[config.mk]
export PLATFORM = sky130hd
export DESIGN_NAME = rr_grant_scheduler8_flat
export DESIGN_NICKNAME = d
export VERILOG_FILES = /design/src/rtl/rr_sched_pkg.sv /design/src/rtl/rr_grant_scheduler8_if.sv /design/src/rtl/rr_pick8.sv /design/src/rtl/rr_grant_scheduler8.sv /design/src/flat_wrapper.sv
export SDC_FILE = /design/constraint.sdc
export NUM_CORES = 1
export LEC_CHECK = 0
export ABC_AREA = 1
export CAP_MARGIN = 20
export CORE_ASPECT_RATIO = 1.5
export CORE_MARGIN = 1
export CORE_UTILIZATION = 52
export CTS_CLUSTER_DIAMETER = 50
export DETAILED_ROUTE_END_ITERATION = 16
export PLACE_DENSITY = 0.78
export SLEW_MARGIN = 20
export SYNTH_ARGS = -nofsm -noshare
export SYNTH_HDL_FRONTEND = slang
export SYNTH_SLANG_ARGS = --single-unit
[constraint.sdc]
create_clock -name clk -period 2.8 [get_ports clk]
set_clock_uncertainty 0.15 [all_clocks]
set_input_delay 0.56 -clock clk [delete_from_list [all_inputs] [get_ports clk]]
set_output_delay 0.56 -clock clk [all_outputs]
set_load 0.03 [all_outputs]
[src/rtl/rr_sched_pkg.sv]
`default_nettype none
// ============================================================================
//  Module   : rr_sched_pkg
//  Purpose  : Shared types, sizes and helpers for the rr_grant_scheduler8
//             round-robin arbiter (FSM state type, requester count, index
//             width, optional 4-bit grant code encoder).
//  Ports    : none (package)
//  Revision : 1.0  initial release
// ============================================================================
package rr_sched_pkg;

   localparam int N_REQ = 8;
   localparam int IDX_W = 3;

   typedef enum logic [1:0] {
      IDLE = 2'd0,
      BUSY = 2'd1,
      TURN = 2'd2
   } state_t;

   // Code consumed by the 8-input encoder datapath: n = 8 - idx, then
   // binary-reflected Gray of n. idx0 -> 1100 ... idx7 -> 0001.
   function automatic logic [3:0] gray_code4(input logic [IDX_W-1:0] idx);
      logic [3:0] n;
      n = 4'd8 - {1'b0, idx};
      return n ^ (n >> 1);
   endfunction

endpackage
`default_nettype wire

[src/rtl/rr_grant_scheduler8_if.sv]
`default_nettype none
// ============================================================================
//  Module   : rr_grant_scheduler8_if
//  Purpose  : Requester-bank <-> scheduler signal bundle.
//  Signals  : req[7:0], done        driven by the requester side (master)
//             gnt[7:0], gnt_valid,
//             gnt_idx[2:0], timeout driven by the scheduler (slave)
//             gnt_code[3:0]         only when ARB_GRANT_CODE_EN is defined
//  Macro    : ARB_GRANT_CODE_EN
//  Revision : 1.0  initial release
// ============================================================================
interface rr_grant_scheduler8_if;
   import rr_sched_pkg::*;

   logic [N_REQ-1:0] req;
   logic             done;
   logic [N_REQ-1:0] gnt;
   logic             gnt_valid;
   logic [IDX_W-1:0] gnt_idx;
   logic             timeout;
`ifdef ARB_GRANT_CODE_EN
   logic [3:0]       gnt_code;
`endif

   modport master (
      output req,
      output done,
      input  gnt,
      input  gnt_valid,
      input  gnt_idx,
`ifdef ARB_GRANT_CODE_EN
      input  gnt_code,
`endif
      input  timeout
   );

   modport slave (
      input  req,
      input  done,
      output gnt,
      output gnt_valid,
      output gnt_idx,
`ifdef ARB_GRANT_CODE_EN
      output gnt_code,
`endif
      output timeout
   );

endinterface
`default_nettype wire

[src/rtl/rr_pick8.sv]
`default_nettype none
// ============================================================================
//  Module   : rr_pick8
//  Purpose  : Combinational rotate-priority picker. Finds the first set
//             request searching ptr, ptr+1, ..., 7, 0, ..., ptr-1.
//  Ports    : req_i[7:0]    request vector
//             ptr_i[2:0]    highest-priority position
//             any_o         at least one request set
//             idx_o[2:0]    winning index (0 when any_o=0)
//             onehot_o[7:0] winning one-hot (0 when any_o=0)
//  Revision : 1.0  initial release
// ============================================================================
module rr_pick8
   import rr_sched_pkg::*;
(
   input  logic [N_REQ-1:0] req_i,
   input  logic [IDX_W-1:0] ptr_i,
   output logic             any_o,
   output logic [IDX_W-1:0] idx_o,
   output logic [N_REQ-1:0] onehot_o
);

   logic [2*N_REQ-1:0] w_dbl;
   logic [N_REQ-1:0]   w_rot;
   logic [IDX_W-1:0]   w_off;

   // Rotate so that position ptr lands at bit 0; a fixed lowest-bit-wins
   // search on the rotated vector is then the round-robin search.
   assign w_dbl = {req_i, req_i};
   assign w_rot = w_dbl[ptr_i +: N_REQ];

   // Scan downward so the lowest set bit is the last one written.
   always_comb begin
      w_off = '0;
      for (int i = N_REQ - 1; i >= 0; i--) begin
         if (w_rot[i]) begin
            w_off = IDX_W'(i);
         end
      end
   end

   assign any_o    = |req_i;
   assign idx_o    = any_o ? (ptr_i + w_off) : '0;   // 3-bit add wraps mod 8
   assign onehot_o = any_o ? (N_REQ'(1) << idx_o) : '0;

endmodule
`default_nettype wire

[src/rtl/rr_grant_scheduler8.sv]
`default_nettype none
// ============================================================================
//  Module   : rr_grant_scheduler8
//  Purpose  : 8-requester round-robin arbiter for one shared resource.
//             IDLE picks an owner, BUSY holds the grant until done, owner
//             request drop, or hold expiry, TURN inserts one dead cycle.
//  Ports    : clk           rising-edge clock
//             rst           synchronous active-high reset
//             bus (slave)   req/done in; gnt, gnt_valid, gnt_idx, timeout
//                           out; gnt_code out with ARB_GRANT_CODE_EN
//  Params   : MAX_HOLD      max cycles one owner may hold (2..255)
//  Macro    : ARB_GRANT_CODE_EN  adds registered 4-bit gnt_code output
//  Revision : 1.0  initial release
// ============================================================================
module rr_grant_scheduler8
   import rr_sched_pkg::*;
#(
   parameter int MAX_HOLD = 16
)(
   input  logic                  clk,
   input  logic                  rst,
   rr_grant_scheduler8_if.slave  bus
);

   localparam int HOLD_W = $clog2(MAX_HOLD + 1);

   state_t            state_q,   state_d;
   logic [N_REQ-1:0]  gnt_q,     gnt_d;
   logic [IDX_W-1:0]  idx_q,     idx_d;
   logic [IDX_W-1:0]  ptr_q,     ptr_d;
   logic [HOLD_W-1:0] hold_q,    hold_d;
   logic              timeout_q, timeout_d;
`ifdef ARB_GRANT_CODE_EN
   logic [3:0]        code_q,    code_d;
`endif

   logic              w_any;
   logic [IDX_W-1:0]  w_pick_idx;
   logic [N_REQ-1:0]  w_pick_onehot;
   logic              w_normal_rel;
   logic              w_expire;

   rr_pick8 u_pick (
      .req_i    (bus.req),
      .ptr_i    (ptr_q),
      .any_o    (w_any),
      .idx_o    (w_pick_idx),
      .onehot_o (w_pick_onehot)
   );

   // Owner-initiated release (done or dropped request) outranks expiry so
   // that a coincident expiry is not reported as a timeout.
   assign w_normal_rel = bus.done || !bus.req[idx_q];
   assign w_expire     = (hold_q == HOLD_W'(MAX_HOLD - 1));

   always_ff @(posedge clk) begin
      if (rst) begin
         state_q   <= IDLE;
         gnt_q     <= '0;
         idx_q     <= '0;
         ptr_q     <= '0;
         hold_q    <= '0;
         timeout_q <= 1'b0;
`ifdef ARB_GRANT_CODE_EN
         code_q    <= '0;
`endif
      end else begin
         state_q   <= state_d;
         gnt_q     <= gnt_d;
         idx_q     <= idx_d;
         ptr_q     <= ptr_d;
         hold_q    <= hold_d;
         timeout_q <= timeout_d;
`ifdef ARB_GRANT_CODE_EN
         code_q    <= code_d;
`endif
      end
   end

   always_comb begin
      state_d   = state_q;
      gnt_d     = gnt_q;
      idx_d     = idx_q;
      ptr_d     = ptr_q;
      hold_d    = hold_q;
      timeout_d = 1'b0;
`ifdef ARB_GRANT_CODE_EN
      code_d    = code_q;
`endif
      case (state_q)
         IDLE: begin
            if (w_any) begin
               gnt_d   = w_pick_onehot;
               idx_d   = w_pick_idx;
               hold_d  = '0;
               state_d = BUSY;
`ifdef ARB_GRANT_CODE_EN
               code_d  = gray_code4(w_pick_idx);
`endif
            end
         end
         BUSY: begin
            if (w_normal_rel || w_expire) begin
               gnt_d     = '0;
               idx_d     = '0;
               hold_d    = '0;
               ptr_d     = idx_q + IDX_W'(1);
               timeout_d = !w_normal_rel;
               state_d   = TURN;
`ifdef ARB_GRANT_CODE_EN
               code_d    = '0;
`endif
            end else begin
               hold_d = hold_q + HOLD_W'(1);
            end
         end
         TURN: begin
            state_d = IDLE;
         end
         default: begin
            state_d = IDLE;
         end
      endcase
   end

   assign bus.gnt       = gnt_q;
   assign bus.gnt_valid = |gnt_q;
   assign bus.gnt_idx   = idx_q;
   assign bus.timeout   = timeout_q;
`ifdef ARB_GRANT_CODE_EN
   assign bus.gnt_code  = code_q;
`endif

endmodule
`default_nettype wire
[src/flat_wrapper.sv]
// flat-port wrapper written by rule: the top's interface ports become plain ports
module rr_grant_scheduler8_flat import rr_sched_pkg::*;
#(
   parameter int MAX_HOLD = 16
)
  (clk, rst, bus_req, bus_done, bus_gnt, bus_gnt_valid, bus_gnt_idx, bus_timeout);
  rr_grant_scheduler8_if bus_i ();
  input  logic clk;
  input  logic rst;
  input wire logic [$bits(bus_i.req)-1:0] bus_req;
  input wire logic [$bits(bus_i.done)-1:0] bus_done;
  output wire logic [$bits(bus_i.gnt)-1:0] bus_gnt;
  output wire logic [$bits(bus_i.gnt_valid)-1:0] bus_gnt_valid;
  output wire logic [$bits(bus_i.gnt_idx)-1:0] bus_gnt_idx;
  output wire logic [$bits(bus_i.timeout)-1:0] bus_timeout;
  assign bus_i.req = bus_req;
  assign bus_i.done = bus_done;
  assign bus_gnt = bus_i.gnt;
  assign bus_gnt_valid = bus_i.gnt_valid;
  assign bus_gnt_idx = bus_i.gnt_idx;
  assign bus_timeout = bus_i.timeout;
  rr_grant_scheduler8 #(.MAX_HOLD(MAX_HOLD)) u_core (.clk(clk), .rst(rst), .bus(bus_i));
endmodule
# Yosys cells after proc, flatten, opt, wreduce, memory -nomap -nowiden
# Cells that the tools add are included.
# totals
register_bits,22
memories,0
word_cells,54
romBits,0
latch_bits,0
output_inout_bits,13
input_bits,11
ram_bits,0
# classes
mul,0
n_eq_ne,4
n_addsub,3
n_mux,23
reduce_logical,13
magnitude_cmp,1
bitwise,2
div,0
shift,2
# ops
cell,n
$mux 3,11
$mux 8,2
$pmux 8 s2,1
$reduce_or 8->1,2
$shiftx 16x4->8,1
$mux 5,2
$pmux 5 s2,1
$shl 1x3->8 const A,1
$pmux 3 s2,1
$reduce_and 2->1,3
$add 5x1->5 const B,1
$eq 5x4->1 const B,1
$lt 3x4->1 const B,1
$mux 2,2
$pmux 2 s2,1
$add 3x1->3 const B,1
$add 3x3->3,1
$bmux 1 s3,1
$reduce_and 3->1,1
$reduce_or 3->1,1
$eq 2x1->1 const B,1
$logic_not 1->1,2
$logic_not 2->1,1
$logic_or 1x1->1,2
5 further kinds,6

# Logic depth before layout (Yosys ltp)
# Gate-level depths: netlist of the first run.
# logic_depth
depth_word,14
ltp_mapped,20

# Cells and area by module
# Synthesis of the first run repeated with hierarchy kept, for this count alone.
# unflattened
hier_cells,269
area_unflattened_um2,1707.9
# by_module_without_submodules
mod,seq_area_each_um2,area_each_um2,cells_per_inst,instances
rr_grant_scheduler8,440.4,1048.5,147,1
rr_pick8,0.0,659.4,122,1

# Worst setup path before layout of the first run
# No wires, ideal clock.
# synth_timing
path_type,input -> register
startpoint,input port bus_req[1]
endpoint,"register u_core.gnt_q[0], in the netlist u_core.bus.gnt[0]"
setup_ns,0.113
required_time_ns,2.537
stages,18
n_path_buf,0
t_arrival_ns,2.400
path_slack_ns,0.137
cell_sequence,nand2_1 -> nand3_1 -> nand3_1 -> nand2_1 -> inv_1 -> a21oi_1 -> o21ai_0 -> nand2_1 -> a21boi_0 -> ha_1 -> inv_1 -> fa_1 -> xor2_1 -> inv_1 -> nand3_1 -> nand3_2 -> nand3_1 -> nand2_1
# synth_between
elab_chain_len,14
# synth_rtl
item,line,source
start: declaration,flat_wrapper.sv:10,input wire logic [$bits(bus_i.req)-1:0] bus_req;
$shiftx 16x4->8,rr_pick8.sv:30,assign w_rot = w_dbl[ptr_i +: N_REQ];
$mux 3 (8 in series),rr_pick8.sv:36,if (w_rot[i]) begin
$add 3x3->3,rr_pick8.sv:43,assign idx_o = any_o ? (ptr_i + w_off) : '0;
$mux 3,rr_pick8.sv:43,
$shl 1x3->8,rr_pick8.sv:44,assign onehot_o = any_o ? (N_REQ'(1) << idx_o) : '0;
$mux 8,rr_grant_scheduler8.sv:92,if (w_any) begin
$pmux 8 s2,rr_grant_scheduler8.sv:90,case (state_q)
end signal: assignment,rr_grant_scheduler8.sv:69,gnt_q <= gnt_d;
end: declaration,rr_grant_scheduler8.sv:28,"logic [N_REQ-1:0] gnt_q, gnt_d;"
# Several ways; a longest one is shown, not always the timed one. The select of a mux whose other input is x is not followed.
# A chain may end at the register's enable or synchronous reset.

# Worst setup path in the final report of the first run
# layout_timing
startpoint,input port bus_req[2]
endpoint,"register u_core.gnt_q[3], in the netlist u_core.bus.gnt[3]"
# The elaborated chain is that of the path after synthesis.

==> results.py, run 1 <==
metrics = {
    "timing": {
        "period_share_pct": 98.6,
        "finalSetupViolCount": 0,
        "number_of_pins_exceeding_their_max_slew_limit_in_the_final_report": 0,
        "max_freq_mhz": 362,
        "rsz0062_at_grt": "yes",
        "max_slew.worst_pin.slew_ns": 0.605,
        "headroom_to_the_max_slew_limit_pct": 59.4,
        "hold_viol": 0,
        "period_needed_ns": 2.76,
    },
    "finish": {
        "layout.filler_cells": 175,
        "post_route_cells_drive_above_1_share_pct": 40.2,
        "synthToLayoutAreaGrowth_pct": 50.3,
        "antenna_cells": 0,
        "num-nets-final": 304,
        "layoutNonFillerInstCount": 323,
    },
    "grt": {
        "grt_max_degree": 14,
        "grt_use_total_pct": 29.0,
        "grt_antenna_before_repair": 0,
        "first_pass_grt_wire_length_um": 6780,
        "groute.layer.met1.usage_pct": 29.4,
        "grt_pass1_vias": 1696,
        "groute.layer.met3.usage_pct": 1.85,
        "grt-busiest-layer": "met2",
        "grt_use_met2_pct": 56.9,
        "gr-total-overflow": 0,
    },
    "setup_path": {
        "timing.reg2reg.setup_slack_ns": 0.05,
        "worst_ep_required_time_ns": 2.81,
        "cp_slowest_stage_delay_ns": 0.37,
        "r2r_cells": 18,
        "crit_path_start_kind": "input port",
        "critical_path.slowest_cell": "fa_2",
        "reg2reg_to": "u_core.bus.gnt[3]",
        "worst_path_max_fanout": 4,
        "path_class": "input port to flop",
        "path_cells": "clkdlybuf4s15_2 > nand2_2 > nand3_2 > nand3_2 > nand2_2 > inv_1 > a21oi_1 > o21ai_1 > nand2_1 > a21boi_2 > ha_2 > inv_2 > fa_2 > xor2_4 > inv_2 > nand3_2 > nand3_4 > nand2_2 > nand2_2",
        "timing.rr.start": "u_core.ptr_q[0]",
        "worst_ep_arrival_time_ns": 2.77,
        "cp-end-kind": "flop",
        "path_common_cell": "nand2_2",
    },
    "place": {
        "post-dp-hpwl_um": 2860,
        "io_buffer_count": 23,
        "post-place-cells": 314,
        "gp_congestion": 0.873,
    },
    "synthesis": {
        "post-synth-top-count-cell": "nand2_1",
        "synth_top_area_share_pct": 28.9,
        "ys.warnings.count": 0,
        "postSynthRegisterBits": 22,
        "postSynth.asyncResetShare_pct": 0,
        "synth_ff_type": "dfxtp_1",
        "netlist_area_sq_um": 1530,
        "synthesized_netlist_cell_count": 234,
        "post-synth-top-area-cell": "dfxtp_1",
        "synth.cells.most_frequent": "nand2_1 (71), nand3_1 (41), nor2_1 (25)",
        "synth-edff-count": 0,
        "post_synth_main_area_contributors": "dfxtp_1 (29%), nand2_1 (17%), nand3_1 (13%)",
        "synth_seq_area_share_pct": 28.9,
        "postSynthNetCount": 250,
        "synthDistinctLibCells": 35,
        "syn_avg_cell_area_sq_um": 6.52,
    },
    "clock_network": {
        "clk_path_buf_depth": 2,
        "cts_max_level": 1,
        "numCtsBuffers": 3,
        "cts-hold-fix-buffers": 0,
        "cts_root_buffer": "clkbuf_8",
        "clk_transition_reported_paths_ns": 0.08,
        "numClockSinks": 22,
        "tritoncts": "done",
        "clkLatencyLatePin_ns": 0.26,
    },
    "status": {
        "run_status": "finished, final reports clean",
    },
    "drt": {
        "ant_nets": 0,
        "finalWirelength_um": 4770,
        "total_number_of_vias": 1754,
        "drt_iter0_markers": 75,
        "wl_per_cell_um": 14.8,
        "dr.pass1.iters": 4,
        "remaining_drc_errors": 0,
        "vias_per_cell": 5.43,
    },
    "hold_path": {
        "min_path_type": "flop to flop",
        "holdPathStages": 2,
        "worst_hold_startpoint": "u_core.bus.gnt[6]",
        "end_point_of_the_worst_hold_path": "u_core.bus.gnt[6]",
    },
    "floorplan": {
        "die_w_um": 46.2,
        "design.portCount": 24,
        "initial_core_util_pct": 55.8,
        "die_area_sq_um": 3160,
        "core_sq_um": 2730,
        "floorplan.rows": 23,
        "die_h_um": 68.4,
    },
    "power_and_ir_drop": {
        "power_mw": 2.41,
        "vdd_ir_drop_max_uv": 812,
        "leakage_nw": 1.06,
        "power_density_nw_per_um2": 1050,
    },
    "job": {
        "cap_violations": 0,
    },
}
through the flow:
stage                     worst slack [ns]  hold slack [ns]  utilization, %  instance area (sq um)  setup TNS, ns
after global placement              -0.532            0.323            71.8                   1960          -4.94
after CTS                         0.000143            0.341            78.3                   2140              0
after floorplan                      0.137            0.310               -                   1530              0
after global routing                -0.102            0.359            83.9                   2290         -0.501
after detailed placement            -0.674            0.329            71.8                   1960          -6.08
final                               0.0382            0.343            83.9                   2290              0
area by class of cell:
| class | instances | area (sq um) | area share, % |
|---|---|---|---|
| inverters | 21 | 88.8 | 3.87 |
| flip-flops and latches | 22 | 445 | 19.4 |
| multi-input cells | 187 | 1240 | 53.9 |
| repair buffers | 53 | 437 | 19.0 |
| well taps | 37 | 46.3 | 2.02 |
| clock buffers | 3 | 41.3 | 1.80 |
metal layers:
metal,wire [um],vias up
met5,0,-
met4,145,0
met3,181,17
met2,2640,55
met1,1800,809
li1,-,873
cells by family (layout without fill, tap and decap cells):
| kind of cell | after synthesis | after routing | synth area share [%] |
|---|---|---|---|
| and+or+nand+nor | 159 | 159 | 49.8 |
| buffers and inverters | 25 | 77 | 6.56 |
| DFF | 22 | 22 | 28.9 |
| AOI/OAI and AO/OA | 20 | 20 | 8.44 |
| adders and majority gates | 5 | 5 | 4.59 |
| xor gates and xnor gates | 3 | 3 | 1.72 |
critical path: cells and delay by family:
family	cells	cell delay (ns)
AOI/OAI and AO/OA	3	0.30
xor gates and xnor gates	1	0.20
adders and majority gates	2	0.55
buffers and inverters	4	0.40
and+or+nand+nor	9	0.78
worst max-delay path by stage:
stage	endpoint	slack (ns)	cells after the start	start
floorplan	u_core.bus.gnt[0]	0.14	18	bus_req[1]
global placement	u_core.bus.gnt[2]	-0.53	19	bus_req[7]
detailed placement	u_core.bus.gnt[2]	-0.67	19	bus_req[7]
CTS	u_core.bus.gnt[4]	0.0001	18	bus_req[6]
global route	u_core.bus.gnt[3]	-0.10	17	u_core.ptr_q[1]
finish	u_core.bus.gnt[3]	0.04	19	bus_req[2]
state kept, by name, indices dropped and copies added (netlist names):
register	count
u_core.ptr_q	3
u_core.bus.gnt_idx	3
u_core.hold_q	5
u_core.bus.timeout	1
u_core.bus.gnt	8
u_core.state_q	2
timing repair:
action                                  CTS  global route
endpoints found under the setup margin   10            10
setup buffers                             2             4
gates resized for setup                  62            44
cloned                                    0             0
pin swaps                                22            20
placed cells by master (no fill, tap or decap), types with 3 or more instances in the layout:
master,netlist,final
a21oi_1,3,3
buf_2,2,7
buf_4,1,26
buf_6,0,4
clkbuf_8,0,3
clkdlybuf4s50_1,0,15
dfxtp_1,22,20
ha_1,4,3
inv_1,17,14
inv_2,4,5
nand2_1,71,50
nand2_2,1,16
nand2_4,1,7
nand3_1,41,21
nand3_2,1,17
nand3_4,0,4
nand4_1,3,3
nor2_1,25,23
nor2_2,4,5
o21ai_0,5,4
o21ai_1,3,4
o21ai_2,3,3
power breakdown:
part,total [mW],internal [mW],switching [mW]
sequential,0.490,0.394,0.0955
clock,0.192,0.0959,0.0964
combinational,1.72,0.710,1.01
(Power assumes the default switching activity.)
==> run 2: changes to the inputs <==
DONT_BUFFER_PORTS = 1   (was default)
PLACE_DENSITY = 0.67   (was 0.78)
==> results.py, run 2 (synthesis gave the netlist of run 1 again) <==
metrics = {
    "drt": {
        "wl_per_cell_um": 14.0,
        "total_number_of_vias": 1534,
        "finalWirelength_um": 3910,
        "vias_per_cell": 5.48,
        "remaining_drc_errors": 0,
        "ant_nets": 0,
        "drt_iter0_markers": 75,
        "dr.pass1.iters": 4,
    },
    "place": {
        "detailedPlace.worstSlack_ns": -0.0757,
        "post-place-cells": 273,
        "io_buffer_count": 0,
        "gp_congestion": 0.841,
        "post-dp-hpwl_um": 2830,
        "area_post_placement_sq_um": 1600,
    },
    "status": {
        "run_status": "finished, final reports clean",
    },
    "clock_network": {
        "clkLatencyLatePin_ns": 0.26,
        "clk_transition_reported_paths_ns": 0.07,
        "clk_path_buf_depth": 2,
        "numClockSinks": 22,
        "cts_root_buffer": "clkbuf_8",
        "cts_max_level": 1,
        "tritoncts": "done",
        "numCtsBuffers": 3,
    },
    "grt": {
        "grt_antenna_before_repair": 0,
        "gr-total-overflow": 0,
        "grt_use_total_pct": 25.4,
        "grt_max_degree": 14,
        "first_pass_grt_wire_length_um": 5770,
        "grt_pass1_vias": 1484,
    },
    "finish": {
        "layoutNonFillerInstCount": 280,
        "design_area_sq_um": 1870,
        "synthToLayoutAreaGrowth_pct": 22.2,
        "area.sequential_sq_um": 448,
        "multi_input_comb_area_sq_um": 1160,
        "layout.core_utilization_pct": 68.2,
        "leading_cell_type_in_the_layout_fill_and_taps_excluded": "nand2_1",
        "num-nets-final": 261,
        "largest_register_ff_count": 8,
        "mostFrequentLayoutCells": "nand2_1 (59), nand3_1 (24), nor2_1 (24), dfxtp_1 (20), nand3_2 (16)",
        "antenna_cells": 0,
        "layout.filler_cells": 235,
        "post_route_cells_drive_above_1_share_pct": 30.0,
    },
    "floorplan": {
        "core_sq_um": 2730,
        "die_w_um": 46.2,
        "initial_core_util_pct": 55.8,
        "die_area_sq_um": 3160,
        "floorplan.rows": 23,
        "die_h_um": 68.4,
        "design.portCount": 24,
    },
    "setup_path": {
        "path_common_cell": "nand2_1",
        "timing.reg2reg.setup_slack_ns": 0.03,
        "path_cells": "inv_8 > nand2_2 > nand3_2 > nand3_1 > nand2_1 > a21oi_1 > o21ai_1 > nand2_1 > a21boi_2 > ha_2 > inv_2 > fa_2 > xor2_2 > buf_4 > nand2_1 > nand3_2 > nand2_2 > nand2_1",
        "worst_ep_arrival_time_ns": 2.79,
        "critical_path.slowest_cell": "dfxtp_4",
        "cp-end-kind": "flop",
        "timing.rr.start": "u_core.ptr_q[0]",
        "worst_ep_required_time_ns": 2.81,
        "worst_setup_path_startpoint": "u_core.ptr_q[0]",
        "critPathBufInv": 3,
        "path_class": "flop to flop",
        "cp_slowest_stage_delay_ns": 0.39,
        "path_delay_family": "simple AND/OR/NAND/NOR gates",
        "worst_path_max_fanout": 8,
        "crit_path_start_kind": "flop",
    },
    "timing": {
        "period_share_pct": 99.1,
        "period_needed_ns": 2.77,
        "timing.final.ws_setup_ns": 0.0265,
        "whs_ns": 0.227,
        "number_of_pins_exceeding_their_max_slew_limit_in_the_final_report": 0,
        "max_freq_mhz": 361,
        "rsz0062_at_grt": "yes",
        "max_slew.worst_pin.slew_ns": 0.568,
        "hold_viol": 0,
        "finalSetupViolCount": 0,
        "headroom_to_the_max_slew_limit_pct": 62.1,
    },
    "power_and_ir_drop": {
        "power_switching_mw": 1.06,
        "share_comb_of_total_power_pct": 61.1,
        "clockPowerShare_pct": 9.6,
        "swShare_pct": 52.9,
        "leakage_nw": 0.869,
        "power_frac_seq_pct": 29.2,
        "power_density_nw_per_um2": 1070,
        "p_int_mw": 0.944,
        "vdd_ir_drop_max_uv": 567,
    },
    "hold_path": {
        "min_path_type": "input port to flop",
        "worst_hold_startpoint": "rst",
    },
    "job": {
        "cap_violations": 0,
    },
}
==> run 2: cell types whose count changed in the layout (fill, tap and decap cells not counted), sizes merged <==
cell / before / now
buf: 37 / 10
clkdlybuf4s15: 1 / 0
clkdlybuf4s50: 15 / 0
==> run 2: through the flow <==
| step | power (mW) | TNS [ns] |
|---|---|---|
| finish | 2.00 | 0 |
| detailed placement | 1.58 | -0.429 |
| global route | 2.16 | -0.815 |
| floorplan | 1.37 | 0 |
| global placement | 1.56 | 0 |
| CTS | 1.79 | 0 |
==> run 2: power by group through the flow <==
stage          Sequential (mW)  Combinational, mW  Clock, mW
4_1_cts                  0.568               1.03      0.199
2_1_floorplan            0.538              0.830          0
5_1_grt                  0.600               1.36      0.203
6_report                 0.586               1.22      0.193
3_3_place_gp             0.571              0.992          0
3_5_place_dp             0.574               1.01          0
==> run 2: worst register-to-register path, delay by kind of cell, from the launching register on <==
family	cells	cell delay, ns
adder cells (fa/ha/maj)	2	0.57
flip-flops	1	0.39
buffers and inverters	3	0.29
AND/OR/NAND/NOR	9	0.78
XOR/XNOR	1	0.17
AO/OA/AOI/OAI	3	0.33
==> run 2: what timing repair did <==
| action | 4_1_cts | 5_1_grt |
|---|---|---|
| gates resized for setup | 3 | 52 |
| pin swaps | 1 | 15 |
| setup endpoints to repair | 9 | 10 |
| hold buffers | 0 | 0 |
| setup buffers | 0 | 4 |
==> run 2: path summary, 6_finish.rpt <==
path	end	cells after the start
max	u_core.bus.gnt[1]	18
min	u_core.state_q[1]	1
max reg2reg	u_core.bus.gnt[1]	18
min reg2reg	u_core.hold_q[3]	2
==> run 2: cell type report <==
class | count | area share, %
multi-input combinational | 187 | 62.2
timing repair buffer | 10 | 4.23
sequential | 22 | 24.0
tap | 37 | 2.48
inverter | 21 | 4.90
clock buffer | 3 | 2.21
==> run 2: routing by layer <==
| layer | part of all wire [%] | track usage, % | up-vias |
|---|---|---|---|
| met1 | 39 | 24.9 | 702 |
| li1 | - | - | 790 |
| met4 | 1.8 | 9.93 | 0 |
| met3 | 2.9 | 3.17 | 7 |
| met2 | 56 | 50.5 | 35 |
| met5 | 0 | 0 | - |
==> run 3: changes to the inputs <==
CAP_MARGIN = 0   (was 20)
CORE_UTILIZATION = 60   (was 52)
PLACE_DENSITY = 0.76   (was 0.67)
==> results.py, run 3 (synthesis gave the netlist of run 1 again) <==
metrics = {
    "setup_path": {
        "worst_ep_required_time_ns": 2.89,
        "path_class": "flop to flop",
        "worst_path_max_fanout": 7,
        "crit_path_start_kind": "flop",
        "cp-end-kind": "flop",
        "timing.rr.start": "u_core.ptr_q[0]",
        "worst_ep_arrival_time_ns": 2.84,
        "timing.reg2reg.setup_slack_ns": 0.06,
        "cp_slowest_stage_delay_ns": 0.57,
        "path_cells": "buf_6 > nand2_4 > nand3_4 > nand3_2 > nand2_2 > inv_2 > a21oi_1 > o21ai_1 > nand2_1 > a21boi_1 > ha_2 > inv_2 > fa_2 > inv_1 > nor2_1 > nand4_1 > nand2_1",
        "worst_setup_path_startpoint": "u_core.ptr_q[0]",
        "critical_path.slowest_cell": "fa_2",
    },
    "floorplan": {
        "floorplan.rows": 22,
        "design.portCount": 24,
        "die_h_um": 63.8,
        "die_area_sq_um": 2750,
        "die_w_um": 43.2,
        "core_sq_um": 2420,
        "initial_core_util_pct": 63.0,
    },
    "place": {
        "io_buffer_count": 0,
        "gp_congestion": 0.878,
        "post-dp-hpwl_um": 2710,
    },
    "drt": {
        "drt_iter0_markers": 64,
        "ant_nets": 0,
        "wl_per_cell_um": 14.0,
        "dr.pass1.iters": 4,
        "remaining_drc_errors": 0,
        "total_number_of_vias": 1574,
        "finalWirelength_um": 3710,
        "vias_per_cell": 5.92,
    },
    "power_and_ir_drop": {
        "leakage_nw": 0.848,
        "power_switching_mw": 1.06,
        "clockPowerShare_pct": 6.9,
        "swShare_pct": 54.1,
        "power_frac_seq_pct": 29.5,
        "vdd_ir_drop_max_uv": 700,
        "p_int_mw": 0.903,
        "power_mw": 1.97,
        "power_density_nw_per_um2": 1070,
        "share_comb_of_total_power_pct": 63.7,
    },
    "finish": {
        "leading_cell_type_in_the_layout_fill_and_taps_excluded": "nand2_1",
        "antenna_cells": 0,
        "synthToLayoutAreaGrowth_pct": 20.2,
        "largest_register_ff_count": 8,
        "post_route_cells_drive_above_1_share_pct": 32.2,
        "mostFrequentLayoutCells": "nand2_1 (56), nor2_1 (23), nand3_1 (22), dfxtp_1 (20), nand3_2 (18)",
        "num-nets-final": 260,
    },
    "grt": {
        "grt_antenna_before_repair": 0,
        "grt_pass1_vias": 1424,
        "gr-total-overflow": 0,
        "first_pass_grt_wire_length_um": 5560,
        "grt_use_total_pct": 25.9,
        "grt_max_degree": 14,
    },
    "timing": {
        "max_freq_mhz": 365,
        "number_of_pins_exceeding_their_max_slew_limit_in_the_final_report": 0,
        "whs_ns": 0.179,
        "period_needed_ns": 2.74,
        "finalSetupViolCount": 0,
        "headroom_to_the_max_slew_limit_pct": 62.4,
        "period_share_pct": 97.9,
        "max_slew.worst_pin.slew_ns": 0.563,
        "hold_viol": 0,
        "rsz0062_at_grt": "yes",
    },
    "clock_network": {
        "cts-hold-fix-buffers": 0,
        "cts_root_buffer": "clkbuf_4",
        "tritoncts": "done",
        "numClockSinks": 22,
        "cts_max_level": 1,
        "clk_transition_reported_paths_ns": 0.11,
        "clk_path_buf_depth": 2,
        "clkLatencyLatePin_ns": 0.30,
        "numCtsBuffers": 3,
    },
    "status": {
        "run_status": "finished, final reports clean",
    },
    "hold_path": {
        "worst_hold_startpoint": "rst",
        "min_path_type": "input port to flop",
    },
    "job": {
        "cap_violations": 0,
    },
}
run 3: cell types whose count changed in the layout (fill, tap and decap cells not counted), moves of 2 or more:
| cell | before | now |
|---|---|---|
| clkbuf_4 | 0 | 3 |
| nand2_1 | 59 | 56 |
| clkbuf_8 | 3 | 0 |
| nand2_4 | 6 | 4 |
| nand2_2 | 8 | 13 |
| nand3_2 | 16 | 18 |
| nand3_1 | 24 | 22 |
run 3: layout make-up:
type | instances | area [sq um]
Clock buffer | 3 | 22.5
Fill cell | 195 | 587
Inverter | 21 | 86.3
Multi-Input combinational cell | 187 | 1180
Sequential cell | 22 | 448
Tap cell | 24 | 30.0
Timing Repair Buffer | 9 | 71.3
run 3: repair_timing:
item / 4_1_cts / 5_1_grt
endpoints found under the setup margin: 9 / 10
buffers inserted: 0 / 3
gates cloned: 0 / 0
gates resized for setup: 4 / 54
pin swaps: 1 / 18
run 3: metrics by stage:
stage	cells	TNS (ns)	area, sq um	setup slack (ns)	util, %
floorplan	234	0	1530	0.137	-
global placement	260	-0.000249	1580	-0.000249	65.2
detailed placement	260	-0.708	1580	-0.111	65.2
CTS	263	0	1610	0.0494	66.6
global route	266	-0.353	1840	-0.0627	75.8
finish	266	0	1840	0.0583	75.8
run 3: worst paths after layout:
kind	to	cells after the start
setup / recovery	u_core.bus.gnt[4]	17
hold reg to reg	u_core.hold_q[3]	2
setup reg to reg	u_core.bus.gnt[4]	17
hold / removal	u_core.state_q[1]	1
run 3: critical path: cells and delay by family (launching register included):
family	cells	cell delay, ns
compound gates	3	0.33
simple gates	8	0.75
fa+ha+maj	2	0.76
buf+inv	4	0.29
flops	1	0.40
run 3: power groups by stage:
stage / Clock [mW] / Combinational, mW / Sequential [mW]
3_5_place_dp: 0 / 1.01 / 0.572
2_1_floorplan: 0 / 0.830 / 0.538
4_1_cts: 0.143 / 1.02 / 0.565
5_1_grt: 0.151 / 1.38 / 0.593
6_report: 0.135 / 1.25 / 0.579
3_3_place_gp: 0 / 0.985 / 0.568
run 3: layer usage:
| metal | vias up | wire length [um] | global-route usage [%] |
|---|---|---|---|
| li1 | 786 | - | - |
| met1 | 724 | 1350 | 26.5 |
| met2 | 50 | 2070 | 50.2 |
| met3 | 14 | 151 | 1.98 |
| met4 | 0 | 143 | 12.1 |
| met5 | - | 0 | 0 |
